<file path="src/rtl/if2_stage_pkg.sv">
// Shared types and widths for the second instruction-fetch stage.
// Latency: n/a (types, constants and a packing helper only).
// Backpressure: n/a.
package if2_stage_pkg;

  // Pipeline stall vector: stall[STALL_ID] high means ID is not accepting.
  localparam int STALL_W    = 6;
  localparam int STALL_ID   = 2;

  // Bus widths between IF1, IF2, EX and ID.
  localparam int IF12IF2_WD = 33;  // {pc_valid, pc[31:0]}
  localparam int IF22ID_WD  = 65;  // {inst[31:0], pc_valid, pc[31:0]}
  localparam int BR_WD      = 33;  // {br_e, br_addr[31:0]}

  // One outstanding fetch: its PC and the epoch it was issued in.
  typedef struct packed {
    logic [31:0] pc;
    logic        epoch;
  } pend_t;

  // One fetched instruction waiting for ID.
  typedef struct packed {
    logic [31:0] inst;
    logic [31:0] pc;
  } obuf_t;

  // Format a buffered instruction as the ID bus word with pc_valid set.
  function automatic logic [IF22ID_WD-1:0] pack_id(input obuf_t e);
    return {e.inst, 1'b1, e.pc};
  endfunction

endpackage

</file>
<file path="src/rtl/if2_stage_if.sv">
// Signal bundle around IF2: IF1 request, imem response, EX/trap redirect, ID bus.
// Latency: n/a (wiring only).
// Backpressure: if2_allow_in gates IF1 issue; stall[STALL_ID] holds the ID bus.
interface if2_stage_if;
  import if2_stage_pkg::*;

  logic                  flush;
  logic [STALL_W-1:0]    stall;
  logic [BR_WD-1:0]      br_bus;
  logic [IF12IF2_WD-1:0] if12if2_bus;
  logic                  if2_allow_in;
  logic                  inst_rvalid;
  logic [31:0]           inst_rdata;
  logic [IF22ID_WD-1:0]  if22id_bus;

  // Surrounding pipeline / memory side.
  modport master (
    output flush, stall, br_bus, if12if2_bus, inst_rvalid, inst_rdata,
    input  if2_allow_in, if22id_bus
  );

  // The IF2 stage itself.
  modport slave (
    input  flush, stall, br_bus, if12if2_bus, inst_rvalid, inst_rdata,
    output if2_allow_in, if22id_bus
  );

endinterface

</file>
<file path="src/rtl/if2_fifo.sv">
// Generic synchronous FIFO with registered count and flop-sourced head word.
// Latency: a push is visible at head on the cycle after the write edge.
// Backpressure: none internally; a push into a full FIFO without a pop is dropped, clear wins over push/pop.
module if2_fifo #(
  parameter int WIDTH = 33,
  parameter int DEPTH = 4
) (
  input  logic                     clk,
  input  logic                     rst_n,
  input  logic                     push,
  input  logic [WIDTH-1:0]         push_dat,
  input  logic                     pop,
  input  logic                     clear,
  output logic [$clog2(DEPTH):0]   count,
  output logic [WIDTH-1:0]         head,
  output logic                     empty
);

  localparam int PW = $clog2(DEPTH);
  localparam int CW = PW + 1;

  logic [WIDTH-1:0] mem [DEPTH];
  logic [PW-1:0]    wr_ptr;
  logic [PW-1:0]    rd_ptr;
  logic             full;
  logic             do_push;
  logic             do_pop;

  assign empty   = (count == '0);
  assign full    = (count == CW'(DEPTH));
  assign do_pop  = pop & ~empty & ~clear;
  assign do_push = push & ~clear & (~full | do_pop);
  assign head    = mem[rd_ptr];

  // Pointers wrap naturally because DEPTH is a power of two; clear empties in one cycle.
  always_ff @(posedge clk or negedge rst_n) begin
    if (!rst_n) begin
      wr_ptr <= '0;
      rd_ptr <= '0;
      count  <= '0;
    end else if (clear) begin
      wr_ptr <= '0;
      rd_ptr <= '0;
      count  <= '0;
    end else begin
      if (do_push) wr_ptr <= wr_ptr + 1'b1;
      if (do_pop)  rd_ptr <= rd_ptr + 1'b1;
      case ({do_push, do_pop})
        2'b10:   count <= count + 1'b1;
        2'b01:   count <= count - 1'b1;
        default: count <= count;
      endcase
    end
  end

  // Storage needs no reset: entries are only read between push and pop.
  always_ff @(posedge clk) begin
    if (do_push) mem[wr_ptr] <= push_dat;
  end

endmodule

</file>
<file path="src/rtl/if2_stage.sv">
// IF2: pairs in-order imem responses with their PCs, drops wrong-path ones, buffers for ID.
// Latency: a response accepted at edge N is on if22id_bus after edge N.
// Backpressure: if2_allow_in drops when pending + buffered reaches DEPTH; stall[STALL_ID] holds the head.
module if2_stage
  import if2_stage_pkg::*;
#(
  parameter int DEPTH = 4
) (
  input  logic     clk,
  input  logic     rst_n,
  if2_stage_if.slave io
);

  localparam int CW = $clog2(DEPTH) + 1;

  logic          stall_id;
  logic          br_e;
  logic          pc_valid;
  logic [31:0]   pc;
  logic          kill;
  logic          epoch;

  pend_t         pend_dat;
  pend_t         pend_head;
  logic          pend_push;
  logic          pend_pop;
  logic          pend_empty;
  logic [CW-1:0] pend_cnt;

  obuf_t         obuf_dat;
  obuf_t         obuf_head;
  logic          obuf_push;
  logic          obuf_pop;
  logic          obuf_empty;
  logic [CW-1:0] obuf_cnt;

  logic [CW:0]   credit_used;
  logic          unused_bits;

  assign stall_id = io.stall[STALL_ID];
  assign br_e     = io.br_bus[BR_WD-1];
  assign pc_valid = io.if12if2_bus[IF12IF2_WD-1];
  assign pc       = io.if12if2_bus[31:0];

  // Branch target and the other stall bits belong to other stages.
  assign unused_bits = ^{io.br_bus[31:0], io.stall[STALL_W-1:STALL_ID+1], io.stall[STALL_ID-1:0]};

  // A branch only redirects once ID actually takes it; EX holds br_e until then.
  assign kill = io.flush | (br_e & ~stall_id);

  // Epoch flips on every redirect so older in-flight fetches can be recognised as stale.
  always_ff @(posedge clk or negedge rst_n) begin
    if (!rst_n) epoch <= 1'b0;
    else if (kill) epoch <= ~epoch;
  end

  // Outstanding fetches, tagged with the epoch current at issue (pre-toggle on a kill cycle).
  assign pend_push      = pc_valid & io.if2_allow_in;
  assign pend_dat.pc    = pc;
  assign pend_dat.epoch = epoch;
  assign pend_pop       = io.inst_rvalid & ~pend_empty;

  if2_fifo #(
    .WIDTH ($bits(pend_t)),
    .DEPTH (DEPTH)
  ) u_pend (
    .clk      (clk),
    .rst_n    (rst_n),
    .push     (pend_push),
    .push_dat (pend_dat),
    .pop      (pend_pop),
    .clear    (1'b0),
    .count    (pend_cnt),
    .head     (pend_head),
    .empty    (pend_empty)
  );

  // Keep a response only if it belongs to the live path and nothing redirects this cycle.
  assign obuf_push     = pend_pop & (pend_head.epoch == epoch) & ~kill;
  assign obuf_dat.inst = io.inst_rdata;
  assign obuf_dat.pc   = pend_head.pc;
  assign obuf_pop      = ~obuf_empty & ~stall_id & ~kill;

  if2_fifo #(
    .WIDTH ($bits(obuf_t)),
    .DEPTH (DEPTH)
  ) u_obuf (
    .clk      (clk),
    .rst_n    (rst_n),
    .push     (obuf_push),
    .push_dat (obuf_dat),
    .pop      (obuf_pop),
    .clear    (kill),
    .count    (obuf_cnt),
    .head     (obuf_head),
    .empty    (obuf_empty)
  );

  // Stale pending entries still hold a credit, so every response in flight has a buffer slot.
  assign credit_used     = {1'b0, pend_cnt} + {1'b0, obuf_cnt};
  assign io.if2_allow_in = (credit_used < (CW+1)'(DEPTH));

  // Head of the buffer straight from flops; zero when nothing is ready.
  assign io.if22id_bus = obuf_empty ? '0 : pack_id(obuf_head);

endmodule

</file>
<file path="src/flat_wrapper.sv">
// flat-port wrapper written by rule: the top's interface ports become plain ports
module if2_stage_flat import if2_stage_pkg::*;
#(
  parameter int DEPTH = 4
)
  (clk, rst_n, io_flush, io_stall, io_br_bus, io_if12if2_bus, io_inst_rvalid, io_inst_rdata, io_if2_allow_in, io_if22id_bus);
  if2_stage_if io_i ();
  input  logic clk;
  input  logic rst_n;
  input wire logic [$bits(io_i.flush)-1:0] io_flush;
  input wire logic [$bits(io_i.stall)-1:0] io_stall;
  input wire logic [$bits(io_i.br_bus)-1:0] io_br_bus;
  input wire logic [$bits(io_i.if12if2_bus)-1:0] io_if12if2_bus;
  input wire logic [$bits(io_i.inst_rvalid)-1:0] io_inst_rvalid;
  input wire logic [$bits(io_i.inst_rdata)-1:0] io_inst_rdata;
  output wire logic [$bits(io_i.if2_allow_in)-1:0] io_if2_allow_in;
  output wire logic [$bits(io_i.if22id_bus)-1:0] io_if22id_bus;
  assign io_i.flush = io_flush;
  assign io_i.stall = io_stall;
  assign io_i.br_bus = io_br_bus;
  assign io_i.if12if2_bus = io_if12if2_bus;
  assign io_i.inst_rvalid = io_inst_rvalid;
  assign io_i.inst_rdata = io_inst_rdata;
  assign io_if2_allow_in = io_i.if2_allow_in;
  assign io_if22id_bus = io_i.if22id_bus;
  if2_stage #(.DEPTH(DEPTH)) u_core (.clk(clk), .rst_n(rst_n), .io(io_i));
endmodule
</file>
<file path="config.mk">
export PLATFORM = sky130hd
export DESIGN_NAME = if2_stage_flat
export DESIGN_NICKNAME = d
export VERILOG_FILES = /design/src/rtl/if2_stage_pkg.sv /design/src/rtl/if2_stage_if.sv /design/src/rtl/if2_fifo.sv /design/src/rtl/if2_stage.sv /design/src/flat_wrapper.sv
export SDC_FILE = /design/constraint.sdc
export NUM_CORES = 1
export LEC_CHECK = 0
export ABC_AREA = 1
export CAP_MARGIN = 30
export CORE_UTILIZATION = 34
export DETAILED_ROUTE_END_ITERATION = 10
export GPL_TIMING_DRIVEN = 0
export PLACE_DENSITY_LB_ADDON = 0.12
export SYNTH_ARGS = -nofsm -noshare
export SYNTH_HDL_FRONTEND = slang
export SYNTH_SLANG_ARGS = --single-unit
</file>
<file path="constraint.sdc">
create_clock -name clk -period 5.97 [get_ports clk]
set_input_delay 1.194 -clock clk [delete_from_list [all_inputs] [get_ports clk]]
set_output_delay 1.194 -clock clk [all_outputs]
set_load 0.01 [all_outputs]
</file>
# Yosys cells after proc, flatten, opt, wreduce, memory -nomap -nowiden
# Memory sizes are Yosys's and may differ from the RTL's.
# Index checks and enable logic that the tools add are counted.
# totals
reg_bits,15
ramBits,388
input_bits,108
elab_cells,67
mem_count,2
# mem_list
name,depth,word_bits,rd,rd_ports_with_merged_regs,wr,line_no,source
u_core.u_obuf.mem,4,64,1,0,1,if2_fifo.sv:22,logic [WIDTH-1:0] mem [DEPTH];
u_core.u_pend.mem,4,33,1,0,1,if2_fifo.sv:22,
# classes
n_addsub,9
order_cmp,1
eq_ne,7
n_mux,12
bitwise_logic,23
reduce_logical,6
# ops
op,n
65-bit two-way mux,1
1-bit bitwise AND,13
3-bit one-hot mux with 2 select lines,2
"2-bit by 1-bit adder with 2-bit output, second input constant",4
2-bit two-way mux,4
1-bit NOT,7
"3-bit by 1-bit adder with 3-bit output, second input constant",2
"3-bit equality test, second input constant",2
3-bit logical NOT,2
2-bit nonzero test,3
"3-bit by 1-bit subtractor with 3-bit output, second input constant",2
3-bit by 3-bit adder with 4-bit output,1
"2-bit by 1-bit equality test with 1-bit output, second input constant",2
"2-bit equality test, second input constant",2
"4-bit by 3-bit less-than comparator with 1-bit output, second input constant",1
1-bit two-way mux,4
3-bit two-way mux,1
1-bit bitwise OR,3
3-bit nonzero test,1
1-bit equality test,1

# Longest topological paths before layout
# Gate-level depths: netlist of run 1.
# logic_depth
ltp_word,12
mapped_depth,15
depth_no_buf,15

# Modules after synthesis
# A second synthesis of run 1 with hierarchy kept.
# hier_totals
hier_cells,1232
hier_area_um2,16059.2
# by_module_without_submodules
mod,instances,cells_each,area_each_um2,seq_area_each_um2
if2_fifo at u_core.u_obuf,1,686,9965.8,7862.5
if2_fifo at u_core.u_pend,1,382,5387.7,4139.0
if2_stage,1,164,705.7,25.0

# Least setup slack after synthesis of run 1
# OpenSTA, ideal clock, no wires.
# synth_path
kind,in2reg
start,in io_stall[2]
end,"mem u_core.u_obuf.mem[0][0] in the netlist's numbering, enable pin"
setup_time_ps,486
arrival_time_ps,4576
slack_ps,908
path_stages,6
cell_sequence,inv_1 > a21oi_2 > nand3_2 > nand3_1 > nand2_2 > nor2_1
# synth_via
elab_chain_cells,11
# synth_lines
element,line_no,source
from (decl),flat_wrapper.sv:11,input wire logic [$bits(io_i.stall)-1:0] io_stall;
1-bit NOT (*),"if2_stage.sv:49, if2_stage.sv:82",
1-bit bitwise AND,if2_stage.sv:49,assign kill = io.flush | (br_e & ~stall_id);
1-bit bitwise OR,if2_stage.sv:49,
1-bit NOT,n/a,
1-bit bitwise AND,if2_stage.sv:82,assign obuf_pop = ~obuf_empty & ~stall_id & ~kill;
1-bit bitwise AND (2 in a row),if2_fifo.sv:31,assign do_pop = pop & ~empty & ~clear;
1-bit bitwise OR,if2_fifo.sv:32,assign do_push = push & ~clear & (~full | do_pop);
1-bit bitwise AND (*),if2_fifo.sv:32,
1-bit two-way mux (*),if2_fifo.sv:58,if (do_push) mem[wr_ptr] <= push_dat;
1-bit two-way mux (implied by the code) (*),if2_fifo.sv:58,
to (decl),if2_fifo.sv:22,
# Mark *: on every way between the ends. The rest lies on a longest branch, timed or not.

# Worst setup path in the final report of run 1
# layout_path
start,reg u_core.u_obuf.rd_ptr[0]
end,out io_if22id_bus[17]
# layout_via
elab_chain_cells,2
# layout_lines
element,line_no,source
from (decl),if2_fifo.sv:24,logic [PW-1:0] rd_ptr;
from (signal assigned),if2_fifo.sv:47,if (do_pop) rd_ptr <= rd_ptr + 1'b1;
memory 4 x 64 bit,n/a,
65-bit two-way mux,if2_stage.sv:104,assign io.if22id_bus = obuf_empty ? '0 : pack_id(obuf_head);
to (decl),flat_wrapper.sv:17,output wire logic [$bits(io_i.if22id_bus)-1:0] io_if22id_bus;
# No other way between the ends.

==> metrics.csv, run 1 <==
metric,value,unit
ant_nets,0,
final-max-slew-violation-count,0,
pwr-share-seq,0.417,
portBuffers,136,
switching_power,2.77,mW
diodes,0,
place_ws,1570,ps
period_needed,4200,ps
final_common_cell,edfxtp_1,
syn-num-nets,1330,
cts.hold.buffers_added,0,
powerDensity,447,nW/um^2
worst-slew-pin-transition,838,ps
synth_seq_cells,403,
path_max_fanout,10,
finalCritPeriodShare,0.703,
cpPeakStageDelay,620,ps
core_area,45500,um^2
grt_pass1_vias,9547,
first_pass_iters,5,
intPower,6.06,mW
cpMaxStageDelayCell,clkdlybuf4s50_1,
finalHoldViolations,0,
drt_wl_total,39.4,mm
path_cells,inv_2 -> buf_2 -> clkbuf_1 -> o21ai_0 -> a21oi_1 -> clkdlybuf4s50_1,
clk_pin_slew,60,ps
grt_max_degree,28,
syn_inst,1210,
final_cell_mix,"edfxtp_1, nor2_1, o21ai_0, clkdlybuf4s50_1, a21oi_1",
syn_area,15700,um^2
cp_top_family,buffers and inverters,
yosys.area_share.simple,0.0983,
rsz0062_at_grt,false,
cp.arrival,3000,ps
finalClockSkew,31.0,ps
start_util,0.345,
syn_to_final_growth,25.7,%
rows,78,
place.gp.congestion,0.729,
dp_hpwl,25.8,mm
synth-compound-area-share,0.0971,
antenna_found_initial,0,
reg2regPathDepth,10,
overflow,0,
yosysWarnings,0,
die_h,217,um
grtUsageTotal,0.169,
holdPathStages,1,
fin_util,0.434,
ir_drop,0.000195,V
worst_setup_path_start_kind,flip-flop,
post-cts-setup-buffers,0,
swShare,0.314,
cts_max_level,2,
max_freq,238,MHz
endpoint_kind,output pin,
status,completed,
drive_above_1_share,0.0858,
vias,9694,
r2r_setup_slack,2960,ps
fin_ws,1770,ps
die_area,47100,um^2
vias_per_cell,4.74,
cts_made_buffers,46,
r2r_end,u_core.u_obuf.mem[3][24],
clock_latency,580,ps
holdPathEnd,u_core.u_pend.count[0],
final-setup-viol-count,0,
max_cap_viol_count,0,
required,4780,ps
avgSynthCellArea,13.0,um^2
yosys.area_share.adder,0.0105,
rr_startpoint,u_core.u_pend.rd_ptr[1],
cts_buffer_depth,3,
wl_per_cell,19.2,um
muxShareOfSynthArea,0,
drc,0,
synth.distinct_cells,25,
root_buffer,clkbuf_16,
ios,174,
crit_type,flip-flop to output pin,
clock_sinks,403,
cts_tree,yes,
holdCritStartpoint,u_core.u_pend.count[0],
hp-class,flip-flop to flip-flop,
cp_num_buf_inv,4,
slew_headroom,0.439,
synth_top_family_by_area,simple AND/OR/NAND/NOR gates,
yosysSeqAreaShare,0.765,
final_nets,1528,
grt_pass1_wl,58.9,mm
clockPowerShare,0.318,
synth_xor_area_frac,0.00279,
die-width,217,um
power.leakage,6.68,nW
cts_resized,0,
combPwrFrac,0.264,
drtIter0Drc,599,
## routing by layer
metal  vias to the layer above  global-route usage  share of wire
li1                       4744                   -              -
met1                      4688               0.229           0.45
met2                       209               0.278           0.49
met3                        53              0.0226          0.039
met4                         0              0.0577          0.022
met5                         -                   0              0
## kinds of logic (layout without fill, tap and decap cells)
logic type | Yosys count | in the layout
simple gates | 395 | 395
flops | 403 | 403
fa+ha+maj | 12 | 12
compound gates | 295 | 295
buf+inv | 100 | 336
xor+xnor | 5 | 5
## registers in the layout, indices dropped and copies added (netlist names)
signal / cells
u_core.u_obuf.mem: 256
u_core.u_pend.mem: 132
u_core.u_obuf.count: 3
u_core.u_pend.count: 3
u_core.u_obuf.rd_ptr: 2
u_core.u_obuf.wr_ptr: 2
u_core.u_pend.rd_ptr: 2
u_core.u_pend.wr_ptr: 2
u_core.epoch: 1
## synthesized netlist by cell type (all sizes together)
master / n / share of area
a21o: 1 / 0.00048
a21oi: 66 / 0.021
buf: 31 / 0.0094
clkbuf: 36 / 0.0086
dfrtp: 15 / 0.024
edfxtp: 388 / 0.74
fa: 2 / 0.0025
ha: 10 / 0.0080
inv: 33 / 0.0079
nand2: 39 / 0.010
nand3: 16 / 0.0067
nor2: 340 / 0.082
o21ai: 195 / 0.062
o22ai: 32 / 0.013
o31ai: 1 / 0.00048
xnor2: 1 / 0.00056
xor2: 4 / 0.0022
## stage by stage
step / hold WS (ps) / instances / area, um^2 / TNS [ps] / power [mW]
after detailed placement: 529 / 1960 / 18200 / 0 / 6.12
after floorplan: 483 / 1210 / 15700 / 0 / 4.94
after CTS: 542 / 2046 / 19700 / 0 / 8.95
after global placement: 522 / 1946 / 17800 / -574340 / 6.05
final: 544 / 2046 / 19700 / 0 / 8.83
after global routing: 576 / 2046 / 19700 / 0 / 9.26
## how the worst max path moves through the flow
stage                                  from                        to  slack, ps  cells past startpoint
finish              u_core.u_obuf.rd_ptr[0]         io_if22id_bus[17]       1770                      6
global route        u_core.u_obuf.rd_ptr[0]         io_if22id_bus[13]       1620                      6
detailed placement              io_stall[2]  u_core.u_obuf.mem[3][63]       1570                     10
floorplan                       io_stall[2]   u_core.u_obuf.mem[0][0]        910                      6
CTS                 u_core.u_obuf.rd_ptr[0]         io_if22id_bus[15]       1680                      6
global placement                io_stall[2]  u_core.u_obuf.mem[3][63]      -2330                      7
## area by class of cell
cell class	instances	area (um^2)
Clock inverter	34	334
Clock buffer	52	1190
Multi-Input combinational cell	707	3340
Inverter	33	124
Buffer	67	283
Fill cell	4244	25700
Sequential cell	403	12000
Tap cell	600	751
Timing Repair Buffer	150	1690
## power groups by stage
stage	combinational, mW	clock (mW)	sequential [mW]
floorplan	1.21	0	3.73
global placement	2.27	0	3.77
detailed placement	2.38	0	3.74
CTS	2.39	2.87	3.69
global route	2.57	2.98	3.71
finish	2.33	2.81	3.69
(Power assumes the default switching activity.)
==> run 2, diff against run 1 <==
==> constraint.sdc (replaced) <==
create_clock -name clk -period 4.3 [get_ports clk]
set_input_delay 0.86 -clock clk [delete_from_list [all_inputs] [get_ports clk]]
set_output_delay 0.86 -clock clk [all_outputs]
set_load 0.01 [all_outputs]
==> results of run 2 <==
The final DEF is identical to that of run 1. Status: completed.
Main changes from that run: setup slack after placement 1570 ps -> 236 ps; setup slack after layout 1770 ps -> 435 ps; register-to-register setup slack 2960 ps -> 1290 ps; total power 8.83 mW -> 12.3 mW; worst IR drop on VDD 0.000195 V -> 0.000271 V
